===== src/rtl/imem_fetch_ctrl.sv =====
// imem_fetch_ctrl: instruction-fetch sequencer for an asynchronous-read
// instruction memory. Holds the PC, presents it as the memory address,
// captures each fetched word together with its PC into a one-entry output
// stage, and hands that stage to decode over a valid/ready handshake.
// Supports start, decode backpressure, redirects with flush, and halting at
// the end of memory.

module imem_fetch_ctrl #(
    parameter int unsigned                BITSIZE  = 32,
    parameter int unsigned                REGSIZE  = 32,
    parameter int unsigned                DEPTH    = 32,
    parameter logic [REGSIZE-1:0]         RESET_PC = '0
) (
    input  logic                 clk,
    input  logic                 rst_n,
    input  logic                 start,
    output logic [REGSIZE-1:0]   imem_addr,
    input  logic [BITSIZE-1:0]   imem_data,
    input  logic                 redirect_valid,
    input  logic [REGSIZE-1:0]   redirect_pc,
    output logic                 out_valid,
    input  logic                 out_ready,
    output logic [BITSIZE-1:0]   out_instr,
    output logic [REGSIZE-1:0]   out_pc,
    output logic                 halted,
    output logic [31:0]          issue_count
);

    typedef enum logic [1:0] {
        IDLE  = 2'd0,
        FETCH = 2'd1,
        HALT  = 2'd2
    } state_t;

    // End-of-memory bound, one bit wider than the PC so pc+1 never aliases.
    localparam logic [REGSIZE:0] DEPTH_X = (REGSIZE+1)'(DEPTH);
    localparam logic [REGSIZE:0] ONE_X   = (REGSIZE+1)'(1);

    // Saturating increment for the handshake counter: sticks at all-ones.
    function automatic logic [31:0] sat_inc(input logic [31:0] cnt);
        if (&cnt) begin
            return cnt;
        end
        return cnt + 32'd1;
    endfunction

    state_t               state;
    state_t               state_nxt;
    logic [REGSIZE-1:0]   pc_q;
    logic [REGSIZE-1:0]   pc_nxt;
    logic [REGSIZE:0]     pc_inc_x;
    logic                 redirect_in_range;
    logic                 stage_free;
    logic                 load_p0;
    logic                 vld_nxt;
    logic                 issue_fire;

    // Output stage registers (stage p0 sits between memory and decode).
    logic                 vld_p0;
    logic [BITSIZE-1:0]   instr_p0;
    logic [REGSIZE-1:0]   pc_p0;
    logic [31:0]          issue_cnt_q;

    assign pc_inc_x          = {1'b0, pc_q} + ONE_X;
    assign redirect_in_range = ({1'b0, redirect_pc} < DEPTH_X);
    assign stage_free        = !vld_p0 || out_ready;
    assign issue_fire        = vld_p0 && out_ready && !redirect_valid;

    // Next-state, next-PC and output-stage control; redirect outranks fetch.
    always_comb begin
        state_nxt = state;
        pc_nxt    = pc_q;
        load_p0   = 1'b0;
        // A consumed word leaves the stage unless something refills it.
        vld_nxt   = vld_p0 && !out_ready;

        unique case (state)
            IDLE: begin
                vld_nxt = vld_p0;
                if (start) begin
                    state_nxt = FETCH;
                end
            end

            FETCH: begin
                if (redirect_valid) begin
                    vld_nxt   = 1'b0;
                    pc_nxt    = redirect_pc;
                    state_nxt = redirect_in_range ? FETCH : HALT;
                end else if (stage_free) begin
                    load_p0   = 1'b1;
                    vld_nxt   = 1'b1;
                    pc_nxt    = pc_inc_x[REGSIZE-1:0];
                    if (pc_inc_x == DEPTH_X) begin
                        state_nxt = HALT;
                    end
                end else begin
                    vld_nxt = 1'b1;
                end
            end

            HALT: begin
                if (redirect_valid) begin
                    vld_nxt   = 1'b0;
                    pc_nxt    = redirect_pc;
                    state_nxt = redirect_in_range ? FETCH : HALT;
                end
            end

            default: begin
                state_nxt = IDLE;
                vld_nxt   = 1'b0;
            end
        endcase
    end

    // Control state: FSM, PC, stage valid and handshake counter.
    always_ff @(posedge clk or negedge rst_n) begin
        if (!rst_n) begin
            state       <= IDLE;
            pc_q        <= RESET_PC;
            vld_p0      <= 1'b0;
            issue_cnt_q <= 32'd0;
        end else begin
            state  <= state_nxt;
            pc_q   <= pc_nxt;
            vld_p0 <= vld_nxt;
            if (issue_fire) begin
                issue_cnt_q <= sat_inc(issue_cnt_q);
            end
        end
    end

    // ---- stage p0: capture fetched word and its address ----
    // Data half of the output stage; only written on a fetch so it holds
    // steady while decode stalls.
    always_ff @(posedge clk or negedge rst_n) begin
        if (!rst_n) begin
            instr_p0 <= '0;
            pc_p0    <= '0;
        end else if (load_p0) begin
            instr_p0 <= imem_data;
            pc_p0    <= pc_q;
        end
    end

    assign imem_addr   = pc_q;
    assign out_valid   = vld_p0;
    assign out_instr   = instr_p0;
    assign out_pc      = pc_p0;
    assign halted      = (state == HALT);
    assign issue_count = issue_cnt_q;

endmodule


===== config.mk =====
export PLATFORM = sky130hd
export DESIGN_NAME = imem_fetch_ctrl
export DESIGN_NICKNAME = d
export VERILOG_FILES = /design/src/rtl/imem_fetch_ctrl.sv
export SDC_FILE = /design/constraint.sdc
export NUM_CORES = 1
export LEC_CHECK = 0
export BUFFER_PORTS_ARGS = -buffer_cell sky130_fd_sc_hd__buf_2
export CORE_MARGIN = 5
export CORE_UTILIZATION = 35
export CTS_CLUSTER_SIZE = 30
export DETAILED_ROUTE_END_ITERATION = 6
export PLACE_DENSITY = 0.71
export SLEW_MARGIN = 15
export SYNTH_ARGS = -nofsm -noshare
export SYNTH_HDL_FRONTEND = slang
export SYNTH_SLANG_ARGS = --single-unit

===== constraint.sdc =====
create_clock -name clk -period 2.61 [get_ports clk]
set_clock_uncertainty 0.1 [all_clocks]
set_input_delay 0.1305 -clock clk [delete_from_list [all_inputs] [get_ports clk]]
set_output_delay 0.1305 -clock clk [all_outputs]
set_load 0.005 [all_outputs]

==> out/results.txt <==
Layout area overhead: 43.2%
Routed Antenna Nets: 0
Die Footprint: 22500 um^2
hpwl dp: 15800 um
worst-path fanout max: 6
routability cong.: 0.976
PD cells: 1090 nW/um^2
Yosys warning total: 0
Main synth FF type: dfrtp_1
Core ar.: 19300 um^2
period utilization: 0.977
Synth async-reset ratio: 1.00
library cells used by synthesis: 63
CP endpoint kind: register
number of max-capacitance violations reported: 0
total number of vias: 6659
n_diodes: 0
startpoint types: register
sequential area share after synthesis: 0.479
Worst path slowest cell: or4_4
port buffer count: 198
gr ovfl total: 0
mapped cell area: 6850 um^2
wire length on met1: 9310 um
Rel. slew slack: 0.583
number of global-route vias before repair: 6731
synthesized instance count: 688
DR WL/cell: 17.6 um
number of synthesized flops with an enable pin: 0
Mean Syn Cell Area: 9.95 um^2
cell-by-cell trace of the critical path: ha_4 -> nand4_4 -> or3_4 -> or4_4 -> a41oi_2 -> nand4b_1 -> o21ai_2 -> mux2_4
H-tree Lvls: 4
DR DRC count: 0
maximum buffer depth of the clock tree: 2
run status: finished, final reports clean
Vias/cell: 5.27
CTS root buf: clkbuf_16
Final #Nets: 1062
total length of routed wires: 22300 um
CTS sink count: 131
min cycle time layout: 2.55 ns
share of cells above drive strength 1: 0.392
static leakage: 4.37 nW
# rows: 51
Worst Path Class, Setup: reg2reg
CTS Buf Count: 17
largest net degree at the start of global routing: 65
Highest Signal Layer: met4
DR pass1 iterations: 5
largest stage delay on the critical path: 0.42 ns
pins over their slew limit: 0
flop and latch count out of synthesis: 131
Initial Utilization: 0.354
Fillers: 1785
Final Hold Viols: 0
met3 WL: 1650 um
Die Wd: 150 um
CTS tree: yes
num ports: 199
combined buffer and inverter count along the critical path: 0
First DRT Iteration DRCs: 389
top cell family by delay on the critical path: simple AND/OR/NAND/NOR gates
WP data required: 2.81 ns
WHS: 0.0322 ns
Die H: 150 um
Final setup viols: 0
Peak VDD IR: 0.000574 V
Worst Tran Pin Value: 0.625 ns
global-route wire length before repair: 35600 um
later-pin clock latency in the skew report: 0.42 ns
fmax: 392 MHz
DR WL met2: 10800 um
Total GRT Usage: 0.201
worst min path class: in2reg
clock transition at the registers of the reported paths: 0.06 ns
Power Total: 10.7 mW
initial antenna violation count: 0
Worst Path Arrival: 2.75 ns
syn_nets: 764
## area by class of cell
class	count	area (um^2)	share of cell area
multi-input combinational	501	3410	0.348
sequential	131	3280	0.335
timing repair buffer	329	2180	0.222
clock buffer	18	439	0.0448
tap	265	332	0.0338
clock inverter	13	138	0.0140
inverter	6	22.5	0.00230
## cell usage in the layout (no fill, tap or decap), drive strengths merged, types with 6 or more instances in the layout
master and count:
a31oi 8, a21oi 58, clkbuf 18, or3 6
dfrtp 131, nand4 32, buf 269, and3 11
clkinv 8, xnor2 24, nand3 34, dlygate4sd3 60
nor2 46, xor2 11, nand2 51, nor4 19
ha 7, mux2 65, o22ai 7, inv 6
and4 7, nor3 19, o21ai 32
## kinds of logic after synthesis
group,Yosys count,share of synthesized area
AO/OA/AOI/OAI,136,0.119
XOR/XNOR,35,0.0448
adder cells (fa/ha/maj),7,0.0128
buffers and inverters,56,0.0347
flip-flops,131,0.479
multiplexers,67,0.110
AND/OR/NAND/NOR,256,0.200
## sequential cells by signal, indices dropped and copies added (netlist names)
signal       count
imem_addr       32
issue_count     32
out_instr       32
out_pc          32
state            2
out_valid        1
## cell usage after synthesis, types with 4 or more instances
cell,count,area (um^2)
nor4_1,19,119
clkbuf_1,37,139
o21ai_0,31,155
or2_2,4,25.0
ha_1,7,87.6
nand3_1,34,170
buf_2,9,45.0
xor2_1,11,96.3
and2_1,5,31.3
and3_1,11,68.8
nor3_1,18,90.1
or3_1,5,31.3
inv_1,6,22.5
mux2_2,64,721
o22ai_1,7,43.8
or4_1,4,30.0
and4_1,7,61.3
a21oi_1,58,290
dfrtp_1,131,3280
nand2b_1,5,31.3
xnor2_1,24,210
nand2_1,51,191
nor2_1,46,173
o21bai_1,4,30.0
nand4_1,30,188
a31oi_1,8,50.1
## per-stage QoR
step | cells | setup WS [ns] | area (um^2) | setup TNS (ns) | util
floorplan | 688 | 0.000165 | 6860 | 0 | -
global placement | 1171 | 0.0562 | 8560 | 0 | 0.443
detailed placement | 1171 | 0.0237 | 8560 | 0 | 0.443
CTS | 1262 | 0.00753 | 9740 | 0 | 0.504
global route | 1263 | -0.0232 | 9800 | -0.0278 | 0.507
finish | 1263 | 0.0590 | 9800 | 0 | 0.507
## routing by layer
metal | vias up | GRT usage
li1 | 3131 | -
met3 | 43 | 0.0488
met5 | - | 0
met2 | 287 | 0.334
met4 | 0 | 0.0704
met1 | 3198 | 0.255
## worst paths after layout
check,start,endpoint,slack (ns),depth (start not counted)
min in group asynchronous,rst_n,imem_addr[3]$_DFFE_PN0P_,0.16,2
min,redirect_pc[24],imem_addr[24]$_DFFE_PN0P_,0.03,5
min reg2reg,issue_count[23]$_DFFE_PN0P_,issue_count[23]$_DFFE_PN0P_,0.39,1
max in group asynchronous,rst_n,out_instr[11]$_DFFE_PN0P_,1.44,3
max reg2reg,imem_addr[0]$_DFFE_PN0P_,state[1]$_DFFE_PN0P_,0.06,8
max,imem_addr[0]$_DFFE_PN0P_,state[1]$_DFFE_PN0P_,0.06,8
## report_power, final
part	switching [mW]	total (mW)	internal (mW)
sequential	0.560	3.40	2.84
clock	0.936	2.36	1.42
combinational	2.64	4.97	2.33
total	4.14	10.7	6.59
## tightest hold or removal path: stages
cell	delay (ns)
buf_2	0.11
nor2_1	0.10
a31oi_1	0.05
nor2_1	0.08
a21oi_1	0.04
## timing repair
action | CTS | global route
buffers inserted | 0 | 1
resized for setup | 0 | 11
hold buffers | 60 | 0
endpoints found under the setup margin | 0 | 2
hold endpoints to repair | 119 | 0
Note: power is estimated with default switching activity, not from simulation.
